--- src/rtl/alu_pkg.sv ---
// Shared ALU definitions: opcode encoding and flag bit positions.
package alu_pkg;

   localparam int DataWidth = 16;
   localparam int FlagWidth = 4;

   // Flag vector layout is {overflow, carry, negative, zero}
   localparam int FLAG_Z = 0;
   localparam int FLAG_N = 1;
   localparam int FLAG_C = 2;
   localparam int FLAG_V = 3;

   // Opcodes 5..7 are intentionally left unnamed; the core treats them as illegal
   typedef enum logic [2:0] {
      OP_ADD = 3'd0,
      OP_SUB = 3'd1,
      OP_MUL = 3'd2,
      OP_RR  = 3'd3,
      OP_RL  = 3'd4
   } alu_op_t;

endpackage

--- src/rtl/alu_core.sv ---
// Purely combinational ALU datapath: computes result, flags and illegal-op indication.
module alu_core
   import alu_pkg::*;
(
   input  logic [DataWidth-1:0] a,
   input  logic [DataWidth-1:0] b,
   input  logic [2:0]           alu_op,
   output logic [DataWidth-1:0] result,
   output logic [FlagWidth-1:0] flags,
   output logic                 illegal_op
);

   logic [DataWidth:0]     sumWide;
   logic [DataWidth:0]     diffWide;
   logic [2*DataWidth-1:0] prodWide;
   logic                   carryBit;
   logic                   overflowBit;
   alu_op_t                opSel;

   // Widened arithmetic so carry, borrow and the upper product half are directly visible
   assign sumWide  = {1'b0, a} + {1'b0, b};
   assign diffWide = {1'b0, a} - {1'b0, b};
   assign prodWide = {{DataWidth{1'b0}}, a} * {{DataWidth{1'b0}}, b};
   assign opSel    = alu_op_t'(alu_op);

   // Operation select; anything outside the named opcodes yields zero and raises illegal_op
   always_comb begin
      result      = '0;
      carryBit    = 1'b0;
      overflowBit = 1'b0;
      illegal_op  = 1'b0;
      case (opSel)
         OP_ADD: begin
            result      = sumWide[DataWidth-1:0];
            carryBit    = sumWide[DataWidth];
            overflowBit = (a[DataWidth-1] == b[DataWidth-1]) &&
                          (sumWide[DataWidth-1] != a[DataWidth-1]);
         end
         OP_SUB: begin
            result      = diffWide[DataWidth-1:0];
            carryBit    = diffWide[DataWidth];
            overflowBit = (a[DataWidth-1] != b[DataWidth-1]) &&
                          (diffWide[DataWidth-1] != a[DataWidth-1]);
         end
         OP_MUL: begin
            result   = prodWide[DataWidth-1:0];
            carryBit = |prodWide[2*DataWidth-1:DataWidth];
         end
         OP_RR: begin
            result   = {1'b0, b[DataWidth-1:1]};
            carryBit = b[0];
         end
         OP_RL: begin
            result   = {b[DataWidth-2:0], 1'b0};
            carryBit = b[DataWidth-1];
         end
         default: begin
            illegal_op = 1'b1;
         end
      endcase
   end

   // Assemble flags; zero and negative are derived from the result for every op
   always_comb begin
      flags         = '0;
      flags[FLAG_Z] = (result == '0);
      flags[FLAG_N] = result[DataWidth-1];
      flags[FLAG_C] = carryBit;
      flags[FLAG_V] = overflowBit;
   end

endmodule

--- src/rtl/alu.sv ---
// ALU top: combinational core plus capture registers loaded by the en strobe.
module alu
   import alu_pkg::*;
(
   input  logic                 clk,
   input  logic                 rst_n,
   input  logic [DataWidth-1:0] a,
   input  logic [DataWidth-1:0] b,
   input  logic [2:0]           alu_op,
   input  logic                 en,
   output logic [DataWidth-1:0] result,
   output logic [FlagWidth-1:0] flags,
   output logic                 illegal_op,
   output logic [DataWidth-1:0] result_q,
   output logic [FlagWidth-1:0] flags_q,
   output logic                 valid_q
);

   logic [DataWidth-1:0] result_d;
   logic [FlagWidth-1:0] flags_d;

   alu_core u_core (
      .a          (a),
      .b          (b),
      .alu_op     (alu_op),
      .result     (result),
      .flags      (flags),
      .illegal_op (illegal_op)
   );

   // Next-state: load the live core outputs when strobed, otherwise hold
   always_comb begin
      result_d = result_q;
      flags_d  = flags_q;
      if (en) begin
         result_d = result;
         flags_d  = flags;
      end
   end

   // Capture registers; valid_q marks the cycle following a capture
   always_ff @(posedge clk or negedge rst_n) begin
      if (!rst_n) begin
         result_q <= '0;
         flags_q  <= '0;
         valid_q  <= 1'b0;
      end else begin
         result_q <= result_d;
         flags_q  <= flags_d;
         valid_q  <= en;
      end
   end

endmodule

--- config.mk ---
export PLATFORM = sky130hd
export DESIGN_NAME = alu
export DESIGN_NICKNAME = d
export VERILOG_FILES = /design/src/rtl/alu_pkg.sv /design/src/rtl/alu_core.sv /design/src/rtl/alu.sv
export SDC_FILE = /design/constraint.sdc
export NUM_CORES = 1
export LEC_CHECK = 0
export BUFFER_PORTS_ARGS = -buffer_cell sky130_fd_sc_hd__buf_4
export CAP_MARGIN = 30
export CORE_MARGIN = 1
export CORE_UTILIZATION = 60
export DETAILED_ROUTE_END_ITERATION = 12
export PLACE_DENSITY = 0.83
export SYNTH_ARGS = -nofsm -noshare
export SYNTH_HDL_FRONTEND = slang
export SYNTH_SLANG_ARGS = --single-unit
--- constraint.sdc ---
create_clock -name clk -period 13.35 [get_ports clk]
set_input_delay 1.335 -clock clk [delete_from_list [all_inputs] [get_ports clk]]
set_output_delay 1.335 -clock clk [all_outputs]
set_load 0.02 [all_outputs]
Word-level counts from Yosys, hierarchy flattened --
Cells that the tools add are included.
Cells by class: $add $sub $neg 2, multiply operators 1, eq/ne operators 8, multiplexer cells 4, reductions and logical operators 6
Operators with widths (number):
- case mux 16 bit (5 select lines) | 1
- multiplier 16 x 16 -> 32 bit | 1
- adder 16 x 16 -> 17 bit | 1
- subtractor 16 x 16 -> 17 bit | 1
- zero test 16 bit | 1
- OR reduction 16 bit | 1
- equality test 3 x 2 -> 1 bit (second input constant) | 2
- case mux 1 bit (5 select lines) | 1
- OR reduction 5 bit | 1
- equality test 3 x 1 -> 1 bit (second input constant) | 1
- equality test 3 bit (second input constant) | 1
- zero test 3 bit | 1
- != test 1 bit | 3
- logical AND 1 bit | 2
- case mux 1 bit (2 select lines) | 1
- equality test 1 bit | 1
- 2-to-1 mux 1 bit | 1
Word-level totals: flip-flop bits (word level) 21, input bits 38, output and inout bits 42, word-level logic and storage cells 24

Logic depth before layout (Yosys ltp) --
Gate-level depths: netlist of the first run.
depth after elaboration 4, mapped depth 26, depth with buffers taken out 23

Cells and area by module --
A second synthesis of the first run with hierarchy kept.
Unflattened totals: cells, all modules 1309, area, all modules 11441.0 µm²
Modules (own cells, without submodules):
- alu_core | times used 1, cells each 1266, area each 10592.7 µm², seq. area each 0.0 µm²
- alu | times used 1, cells each 43, area each 848.3 µm², seq. area each 525.5 µm²

Worst setup path after synthesis of the first run --
OpenSTA, ideal clock, no wires.
path type in2out, start point in b[1], end point out flags[2], arrival time 7.310 ns, required time 12.015 ns, path slack 4.705 ns, stages on the path 23, buffers on the path 3, cells stage by stage clkbuf_1 -> nand2_1 -> fa_1 -> fa_1 -> inv_1 -> fa_1 -> inv_1 -> fa_1 -> fa_1 -> fa_1 -> inv_1 -> ha_1 -> buf_2 -> nand4_1 -> nor3_1 -> o311ai_1 -> a311oi_1 -> a21oi_1 -> mux2_1 -> a2111o_1 -> nor3_1 -> a21oi_1 -> buf_4
Between the ends: cells in the longest elaborated chain, start to end 3, elaborated cells between the ends (all ways) 5
RTL lines:
- start, declared | RTL line alu.sv:8 | input logic [DataWidth-1:0] b,
- multiplier 16 x 16 -> 32 bit | RTL line alu_core.sv:23 | assign prodWide = {{DataWidth{1'b0}}, a} * {{DataWidth{1'b0}}, b};
- OR reduction 16 bit | RTL line alu_core.sv:47 | carryBit = |prodWide[2*DataWidth-1:DataWidth];
- case mux 1 bit (5 select lines) * | RTL line alu_core.sv:32 | case (opSel)
- end, declared | RTL line alu.sv:12 | output logic [FlagWidth-1:0] flags,
Every way passes the cells marked *; elsewhere a longest branch is shown, timed or not.

Worst setup path after layout of the first run --
start point in b[9], end point out flags[2]
The elaborated chain is that of the path after synthesis.

==> qor.yml, run 1 <==
timing:
  finalCritPeriodShare_pct: 71.4
  finalMaxSlewViolations: 0
  setup_repair_after_global_routing_missed_its_margin: "no"
  finalHoldViolations: 0
  fin_skew_ns: 0
  relative_slew_slack_pct: 49.0
  final_period_minus_worst_setup_slack_ns: 9.53
  fin_tns_setup_ns: 0
  max_clock_freq_ghz: 0.105
  setup_viol: 0
  worst_tran_pin_value_ns: 0.762
  whs_ns: 0.493
grt:
  grt_pass1_wl_mm: 57.6
  grt-ovfl-total: 0
  grt_antenna_before_repair: 0
  largest_net_degree_at_the_start_of_global_routing: 31
  first_global_vias: 11100
  grt_util_all_layers_pct: 37.0
detailed_routing:
  detailroute.via_count: 10500
  vias_per_cell: 6.17
  post-route-drc-count: 0
  post_drt_wl_per_cell_um: 20.6
  first_iter_violations: 976
  drtAntennaViolNets: 0
  drt_first_pass_iters: 6
  postRouteWirelength_mm: 35.2
hold_path:
  min_to: "result_q[11]"
  hold_path.class: "flop to flop"
  whs_path_depth: 1
  worst_hold_startpoint: "result_q[11]"
worst_setup_path:
  crit_path_cell_trace: "buf_4 -> ha_1 -> inv_1 -> fa_1 -> fa_1 -> fa_1 -> fa_1 -> fa_1 -> fa_1 -> inv_1 -> ha_1 -> nand4_1 -> nor3_1 -> o311ai_1 -> a311oi_1 -> a21oi_1 -> mux2_1 -> a2111o_1 -> nor3_1 -> a21oi_1 -> buf_4"
  path_buf_inv: 4
  cp_common_cell: "fa_1"
  crit_slowest_cell: "fa_1"
  critical_path.top_delay_family: "adder cells"
  worstSetupStartpointType: "primary input"
  timing.critical_path.fanout_max: 19
  worst-endpoint-required_ns: 12.02
  worstReg2RegStart: "flags_q[1]"
  worst_ep_arrival_time_ns: 8.20
  endpoint_kind: "output port"
  rr_worst_depth: 1
  setup.worst_path.class: "primary input to output port"
  timing.reg2reg.setup_slack_ns: 12.57
  worst_path_largest_cell_delay_ns: 0.58
  crit-reg2reg-capture: "flags_q[1]"
place:
  place.port_buffers: 79
  placed_cell_area_um2: 12400
  routabilityCongestion: 1.07
  hpwl_mm: 27.3
logic_synthesis:
  synth.net_count: 1803
  syn_area_um2: 11800
  syn-instance-count: 1433
  synth_top_flop_cell: "dfrtp_1"
  yosys_warnings: 0
  synth_cell_types: 77
  async_flop_share_pct: 100
  synth.ff_latch_count: 20
  synthesis.area_per_instance_um2: 8.21
  synth_edf_count: 0
  ys_seq_area_share_pct: 4.25
floorplan:
  die_area_um2: 20200
  initial_utilization_pct: 62.1
  num_io_pins: 80
  core_area_um2: 19000
  chipWidth_um: 142
  die_h_um: 142
  rows: 50
clock_tree:
  hold_buffers: 0
  ctsResizeCount: 0
  cts_made_buffers: 3
  clock_sinks: 20
  post-cts-setup-buffers: 0
  path_clk_slew_ns: 0.06
  worstSkewPairLatency_ns: 0.25
  clockBufferDepth: 2
  cts_tree: "done"
  clock_tree.htree_level_count: 1
  root_buffer: "clkbuf_16"
layout:
  final_design_instance_area_without_fill_um2: 12500
  final_core_util_pct: 65.9
  most-common-layout-cells: "inv_1 (252), fa_1 (196), nand2_1 (181)"
  synthToLayoutAreaGrowth_pct: 6.23
  diodes: 0
  layout_commonest_cell: "inv_1"
  design.final.nets: 1818
  post_route_cells_drive_above_1_share_pct: 7.39
flow_run:
  cap_viol_max_count: 0
outcome:
  status: "completed"
-- through the flow --
step                std cells  setup WS (ns)
floorplan                1433           4.71
global placement         1702           4.09
detailed placement       1703           3.94
CTS                      1707           3.90
global route             1707           3.45
finish                   1707           3.82
-- synth_stat cells (6+ instances only) --
| cell type | instances | area, µm² |
|---|---|---|
| inv_1 | 252 | 946 |
| fa_1 | 196 | 3920 |
| nand2_1 | 181 | 679 |
| ha_1 | 136 | 1700 |
| and2_1 | 104 | 651 |
| nor2_1 | 90 | 338 |
| a21oi_1 | 57 | 285 |
| clkbuf_1 | 55 | 206 |
| o21ai_0 | 30 | 150 |
| xnor2_1 | 22 | 193 |
| dfrtp_1 | 20 | 500 |
| nand3_1 | 18 | 90.1 |
| nor3_1 | 17 | 85.1 |
| nand4_1 | 13 | 81.3 |
| a22oi_1 | 12 | 90.1 |
| a211oi_1 | 11 | 82.6 |
| a21o_1 | 11 | 82.6 |
| buf_2 | 11 | 55.1 |
| nand2b_1 | 11 | 68.8 |
| nor2b_1 | 11 | 68.8 |
| o211ai_1 | 9 | 67.6 |
| and3_1 | 8 | 50.1 |
| o21a_1 | 8 | 60.1 |
| a31oi_1 | 7 | 43.8 |
| mux2_2 | 7 | 78.8 |
| o22ai_1 | 7 | 43.8 |
| o31ai_1 | 7 | 52.6 |
| xor2_1 | 7 | 61.3 |
| a221o_1 | 6 | 60.1 |
| a221oi_1 | 6 | 52.6 |
| mux2i_1 | 6 | 60.1 |
| o21ai_1 | 6 | 30.0 |
-- worst max-delay path by stage --
stage          startpoint  slack, ns  cells past startpoint  endpoint
2_1_floorplan        b[1]       4.71                     23  flags[2]
3_3_place_gp         b[5]       4.09                     23  flags[2]
3_5_place_dp         b[9]       3.94                     21  flags[2]
4_1_cts              b[9]       3.90                     21  flags[2]
5_1_grt              b[9]       3.45                     21  flags[2]
6_report             b[9]       3.82                     21  flags[2]
-- final cells by class --
class / count / area (µm²)
clock buffers: 3 / 75.1
clock inverters: 1 / 30.0
fillers: 1643 / 6460
inverters: 254 / 953
multi-input cells: 1088 / 10000
flip-flops and latches: 20 / 500
well taps: 260 / 325
repair buffers: 81 / 606
-- cells by family (layout without fill, tap and decap cells) --
kind of cell               after synthesis  count (layout)  synth area share [%]
xor gates and xnor gates                29              29                  2.16
AOI/OAI and AO/OA                      232             232                  13.9
buffers and inverters                  325             339                  10.7
muxes                                   16              16                  1.56
DFF                                     20              20                  4.25
and+or+nand+nor                        479             479                  19.6
adders and majority gates              332             332                  47.8
-- state kept, by name, summed over array words and instances, names as in the netlist --
name / cells
flags_q: 4
result_q: 15
valid_q: 1
-- routing by layer --
| metal | part of all wire (%) | track usage, % | wire length, µm |
|---|---|---|---|
| met5 | 0 | 0 | 0 |
| met4 | 5.9 | 19.2 | 2080 |
| met3 | 8.1 | 6.22 | 2850 |
| met2 | 48 | 61.4 | 16800 |
| met1 | 38 | 46.3 | 13400 |
Power of run 1 is not shown: default switching activity piles up to over one toggle a cycle in this logic, so the estimate is an artifact.
==> run 2: changes to the inputs <==
CORE_UTILIZATION = 58   (was 60)
PLACE_DENSITY = 0.84   (was 0.83)
clock period = 7.8 ns   (was 13.35 ns; I/O delays follow)
==> run 2 against run 1 <==
The run now ends with negative setup slack left. Flip-flop and latch count stayed put. Clock-buffer cell count stayed put. Hold slack worse by 0.097 ns. Routed wire length is 0.62% higher. Global-route usage is 1.2 points lower. Register-to-register slack worse by 5.5 ns. Final cell count is 5.4% higher. First-iteration DRC count is 2.5% higher. Core utilization is 2.6 points higher. Sequential share of layout area is 0.29 points lower. Clock skew stayed put. Die area is 3.4% higher.
==> qor.yml, run 2 (synthesis gave the netlist of run 1 again) <==
timing:
  final.setup.worst_slack_ns: -0.0451  # -3.86 ns
  max_clock_freq_ghz: 0.127
  relative_slew_slack_pct: 49.6  # +0.60 points
  worst_tran_pin_value_ns: 0.753  # -0.00891 ns
  fin_skew_ns: 0  # unchanged
  finalHoldViolations: 0  # unchanged
  setup_viol: 1  # +1
  finalCritPeriodShare_pct: 101
  fin_tns_setup_ns: -0.0451  # -0.0451 ns
  setup_repair_after_global_routing_missed_its_margin: "yes"
  final_period_minus_worst_setup_slack_ns: 7.85
  finalMaxSlewViolations: 0  # unchanged
clock_tree:
  cts_made_buffers: 3  # unchanged
  path_clk_slew_ns: 0.06  # about the same
  root_buffer: "clkbuf_16"
  clockBufferDepth: 2  # unchanged
  clock_sinks: 20  # unchanged
  clock_tree.htree_level_count: 1  # unchanged
  hold_buffers: 0  # unchanged
  worstSkewPairLatency_ns: 0.25  # about the same
  cts_tree: "done"
worst_setup_path:
  crit_slowest_cell: "fa_2"
  timing.critical_path.fanout_max: 9  # -10
  critical_path.top_delay_family: "adder cells"
  worst_path_largest_cell_delay_ns: 0.59  # about the same
  worst_ep_arrival_time_ns: 7.07  # -1.13 ns
  cp_common_cell: "fa_1"
  crit_path_cell_trace: "buf_6 -> ha_2 -> inv_1 -> fa_2 -> fa_1 -> fa_2 -> fa_1 -> fa_1 -> fa_1 -> inv_1 -> ha_4 -> nand4_1 -> nor3_4 -> o311ai_4 -> buf_4 -> a311oi_1 -> mux2_1 -> o211ai_1 -> a2111o_1 -> nor3_2 -> buf_4 -> a21oi_4 -> buf_6"
  endpoint_kind: "output port"
  worst-endpoint-required_ns: 7.02  # -5.00 ns
  setup.worst_path.class: "primary input to output port"
  worstSetupStartpointType: "primary input"
  path_buf_inv: 6  # +2
detailed_routing:
  drtAntennaViolNets: 0  # unchanged
  first_iter_violations: 1000  # +2.5%
  post_drt_wl_per_cell_um: 19.7  # -4.5%
  postRouteWirelength_mm: 35.4  # +0.62%
  post-route-drc-count: 0  # unchanged
  detailroute.via_count: 10900  # +3.9%
  drt_first_pass_iters: 6  # unchanged
  vias_per_cell: 6.08  # -1.4%
layout:
  nFillCells: 1608  # -2.1%
  layout_commonest_cell: "inv_1"
  synthToLayoutAreaGrowth_pct: 14.5
  largest_register_ff_count: 15  # unchanged
  layout_top_registers: "result_q x15, flags_q x4, valid_q x1"
  regMostFlops: "result_q"
  regArea_um2: 500  # unchanged
  design.final.nets: 1905  # +4.8%
  multi_input_area_um2: 10200  # +1.8%
  most-common-layout-cells: "inv_1 (249), fa_1 (190), nand2_1 (178)"
  diodes: 0  # unchanged
  post_route_cells_drive_above_1_share_pct: 14.6  # +7.2 points
  final_design_instance_area_without_fill_um2: 13500  # +7.8%
place:
  placed_cell_area_um2: 13000  # +4.5%
  hpwl_mm: 28.8  # +5.7%
  routabilityCongestion: 1.12  # +5.1%
  place.port_buffers: 79  # unchanged
grt:
  grt-ovfl-total: 0  # unchanged
  grt_antenna_before_repair: 0  # unchanged
  largest_net_degree_at_the_start_of_global_routing: 31  # unchanged
  grt_pass1_wl_mm: 57.2  # -0.72%
  first_global_vias: 11100  # +0.41%
  grt_util_all_layers_pct: 35.7  # -1.2 points
floorplan:
  initial_utilization_pct: 59.9  # -2.2 points
  die_h_um: 144  # +1.7%
  die_area_um2: 20900  # +3.4%
  rows: 51  # +2.0%
  core_area_um2: 19700  # +3.7%
  chipWidth_um: 144  # +1.7%
  num_io_pins: 80  # unchanged
outcome:
  violations_in_the_final_reports: "negative setup slack"
  status: "finished, violations left"
flow_run:
  cap_viol_max_count: 0  # unchanged
hold_path:
  hold_path.class: "primary input to async pin"
## run 2: final timing paths
path,start,end,slack (ns),cells after the start
setup / recovery,b[7],flags[2],-0.05,23
setup reg to reg,flags_q[1],flags_q[1],7.03,1
min in group clk,result_q[11],result_q[11],0.50,1
max in group asynchronous,rst_n,flags_q[2],7.19,1
hold / removal,rst_n,result_q[3],0.40,1
hold reg to reg,result_q[11],result_q[11],0.50,1
## run 2: final cells by class
cell class                      count  area share [%]
Inverter                          254            7.08
Clock inverter                      1           0.223
Tap cell                          265            2.46
Sequential cell                    20            3.71
Timing Repair Buffer              168            10.4
Multi-Input combinational cell   1088            75.6
Clock buffer                        3           0.557
## run 2: metrics by stage
| step | hold WS, ns | cells | util, % | setup WS (ns) |
|---|---|---|---|---|
| floorplan | 0.484 | 1433 | - | 0.265 |
| global placement | 0.467 | 1781 | 65.9 | -0.0555 |
| detailed placement | 0.485 | 1782 | 65.9 | -0.201 |
| CTS | 0.399 | 1796 | 67.7 | 0.00433 |
| global route | 0.408 | 1799 | 68.6 | -0.215 |
| finish | 0.396 | 1799 | 68.6 | -0.0451 |
## run 2: what timing repair did
action / CTS / global route
endpoints found under the setup margin: 1 / 4
setup buffers: 10 / 3
gates resized for setup: 37 / 36
pin swaps: 21 / 28
## run 2: per-layer routing
layer | vias up | track usage (%) | routed length (µm)
met5 | - | 0 | 0
met4 | 0 | 19.2 | 2410
met3 | 171 | 3.68 | 2930
met2 | 612 | 59.0 | 16800
met1 | 5323 | 46.3 | 13300
li1 | 4837 | - | -
Power of run 2 is left out for the same reason.
==> run 3: changes to the inputs <==
ABC_AREA = 1   (was default)
CORE_UTILIZATION = 59   (was 58)
PLACE_DENSITY = 0.85   (was 0.84)
==> run 3 against run 2 <==
The flow now finishes without violations. Register-to-register slack improved by 0.06 ns. Via count rose by 7.4%. Sequential share of layout area is 0.064 points higher. Highest routed layer unchanged. Final cell count grew 21%. Global-route usage decreased by 0.14 points. Synthesized cell count up 33%.
==> qor.yml, run 3 <==
outcome:
  status: "completed"
floorplan:
  chipWidth_um: 148  # +2.1%
  initial_utilization_pct: 61.0  # +1.1 points
  core_area_um2: 20500  # +4.3%
  die_h_um: 148  # +2.1%
  num_io_pins: 80  # unchanged
  rows: 52  # +2.0%
  die_area_um2: 21800  # +4.3%
timing:
  max_clock_freq_ghz: 0.136  # +6.4%
  fin_tns_setup_ns: 0  # +0.0451 ns
  finalCritPeriodShare_pct: 94.5  # -6.0 points
  final_period_minus_worst_setup_slack_ns: 7.37  # -0.471 ns
  setup_viol: 0  # -1
  setup_repair_after_global_routing_missed_its_margin: "no"
  fin_skew_ns: 0  # unchanged
  worst_tran_pin_value_ns: 0.751  # -0.00224 ns
  relative_slew_slack_pct: 49.9  # +0.28 points
  finalMaxSlewViolations: 0  # unchanged
  finalHoldViolations: 0  # unchanged
worst_setup_path:
  worst_path_largest_cell_delay_ns: 0.51  # -0.08 ns
  setup.worst_path.class: "primary input to output port"
  worst-endpoint-required_ns: 7.02  # about the same
  path_buf_inv: 8  # +2
  worstSetupStartpointType: "primary input"
  timing.critical_path.fanout_max: 17  # +8
  worst_ep_arrival_time_ns: 6.59  # -0.48 ns
  endpoint_kind: "output port"
  critical_path.top_delay_family: "adder cells"
  crit_slowest_cell: "fa_1"
logic_synthesis:
  synth.net_count: 2270  # +26%
  synth.ff_latch_count: 20  # unchanged
  yosysMostFrequentCell: "nand2_1"
  yosys_warnings: 0  # unchanged
  synth_cell_types: 39  # -49%
  synth_edf_count: 0  # unchanged
  ys_seq_area_share_pct: 4.01  # -0.25 points
  async_flop_share_pct: 100  # unchanged
  synth_top_flop_cell: "dfrtp_1"
  synthesis.area_per_instance_um2: 6.58  # -20%
  post-synth-top-area-fraction_pct: 31.4  # -1.9 points
  syn_area_um2: 12500  # +6.2%
  synth.cells.most_frequent: "nand2_1 (595), inv_1 (498), fa_1 (196)"
  yosys-top-cells-area: "fa_1 (31%), nand2_1 (18%), inv_1 (15%)"
  syn-instance-count: 1900  # +33%
  netlist.top_cell.by_area: "fa_1"
grt:
  grt_util_all_layers_pct: 35.6  # -0.14 points
  largest_net_degree_at_the_start_of_global_routing: 31  # unchanged
  first_global_vias: 12200  # +9.3%
  grt_pass1_wl_mm: 60.7  # +6.0%
  grt_antenna_before_repair: 0  # unchanged
  grt-ovfl-total: 0  # unchanged
layout:
  regMostFlops: "result_q"
  layout_top_registers: "result_q x15, flags_q x4, valid_q x1"
  post_route_cells_drive_above_1_share_pct: 6.27  # -8.3 points
  largest_register_ff_count: 15  # unchanged
  design.final.nets: 2286  # +20%
  most-common-layout-cells: "nand2_1 (595), inv_1 (498), fa_1 (196)"
  diodes: 0  # unchanged
  synthToLayoutAreaGrowth_pct: 6.00
  layout_commonest_cell: "nand2_1"
clock_tree:
  clock_tree.htree_level_count: 1  # unchanged
  root_buffer: "clkbuf_16"
  clockBufferDepth: 2  # unchanged
  hold_buffers: 0  # unchanged
  worstSkewPairLatency_ns: 0.26  # about the same
  post-cts-setup-buffers: 0  # -10
  ctsResizeCount: 0  # -100%
  cts_made_buffers: 3  # unchanged
  clock_sinks: 20  # unchanged
  path_clk_slew_ns: 0.06  # about the same
  cts_tree: "done"
flow_run:
  cap_viol_max_count: 0  # unchanged
place:
  place.port_buffers: 79  # unchanged
  hpwl_mm: 30.2  # +4.6%
  routabilityCongestion: 1.01  # -9.6%
detailed_routing:
  drt_first_pass_iters: 6  # unchanged
  vias_per_cell: 5.38  # -12%
  first_iter_violations: 1023  # +2.3%
  detailroute.via_count: 11800  # +7.4%
  post-route-drc-count: 0  # unchanged
  postRouteWirelength_mm: 36.9  # +4.2%
  drtAntennaViolNets: 0  # unchanged
  post_drt_wl_per_cell_um: 16.9  # -14%
hold_path:
  hold_path.class: "primary input to async pin"
[run 3: changes by cell type in the layout (fill, tap and decap cells not counted), sizes merged, moves of 12 or more]
cell	previous run	this run
buf	168	81
a22oi	12	0
inv	254	506
a211oi	12	0
nor2	90	110
xnor2	22	2
nand2	181	599
and2	104	7
nand3	18	84
[run 3: kinds of logic after synthesis]
logic type	after synthesis	synth area share (%)
xor+xnor	5	0.351
fa+ha+maj	332	45.0
compound gates	119	5.30
flops	20	4.01
buf+inv	577	17.6
simple gates	847	27.7
[run 3: worst paths after layout]
| check | start | endpoint | slack (ns) | depth (start not counted) |
|---|---|---|---|---|
| max | a[6] | flags[0] | 0.43 | 26 |
| min | rst_n | valid_q | 0.40 | 1 |
| max in group asynchronous | rst_n | result_q[10] | 7.17 | 1 |
| max reg2reg | result_q[1] | result_q[1] | 7.09 | 2 |
| min reg2reg | result_q[13] | result_q[13] | 0.49 | 2 |
| min in group clk | result_q[13] | result_q[13] | 0.49 | 2 |
[run 3: metrics by stage]
step                area, µm²  setup WS, ns  utilization, %  hold slack [ns]  std cells
finish                  13200         0.426            64.6            0.396       2185
global route            13200         0.113            64.6            0.413       2185
CTS                     13200         0.458            64.6            0.409       2185
detailed placement      13100         0.469            64.1            0.471       2181
global placement        13100         0.495            64.1            0.466       2180
floorplan               12500         0.987               -            0.484       1900
[run 3: worst reg2reg max path, stage by stage, from the launching register on]
cell and delay (ns):
dfrtp_1 0.38, nand2_1 0.06, o21ai_0 0.11
[run 3: final cells by class]
type / count / area, µm²
Clock buffer: 3 / 75.1
Clock inverter: 1 / 30.0
Fill cell: 1882 / 7250
Inverter: 507 / 1900
Multi-Input combinational cell: 1303 / 9790
Sequential cell: 20 / 500
Tap cell: 270 / 338
Timing Repair Buffer: 81 / 608
[run 3: per-layer routing]
metal | wire (µm) | vias to the layer above | GRT usage, %
met1 | 14800 | 5623 | 45.4
met5 | 0 | - | 0
met4 | 1310 | 0 | 11.9
met3 | 2390 | 81 | 2.59
met2 | 18400 | 466 | 64.0
li1 | - | 5587 | -
Power of run 3 is left out for the same reason.
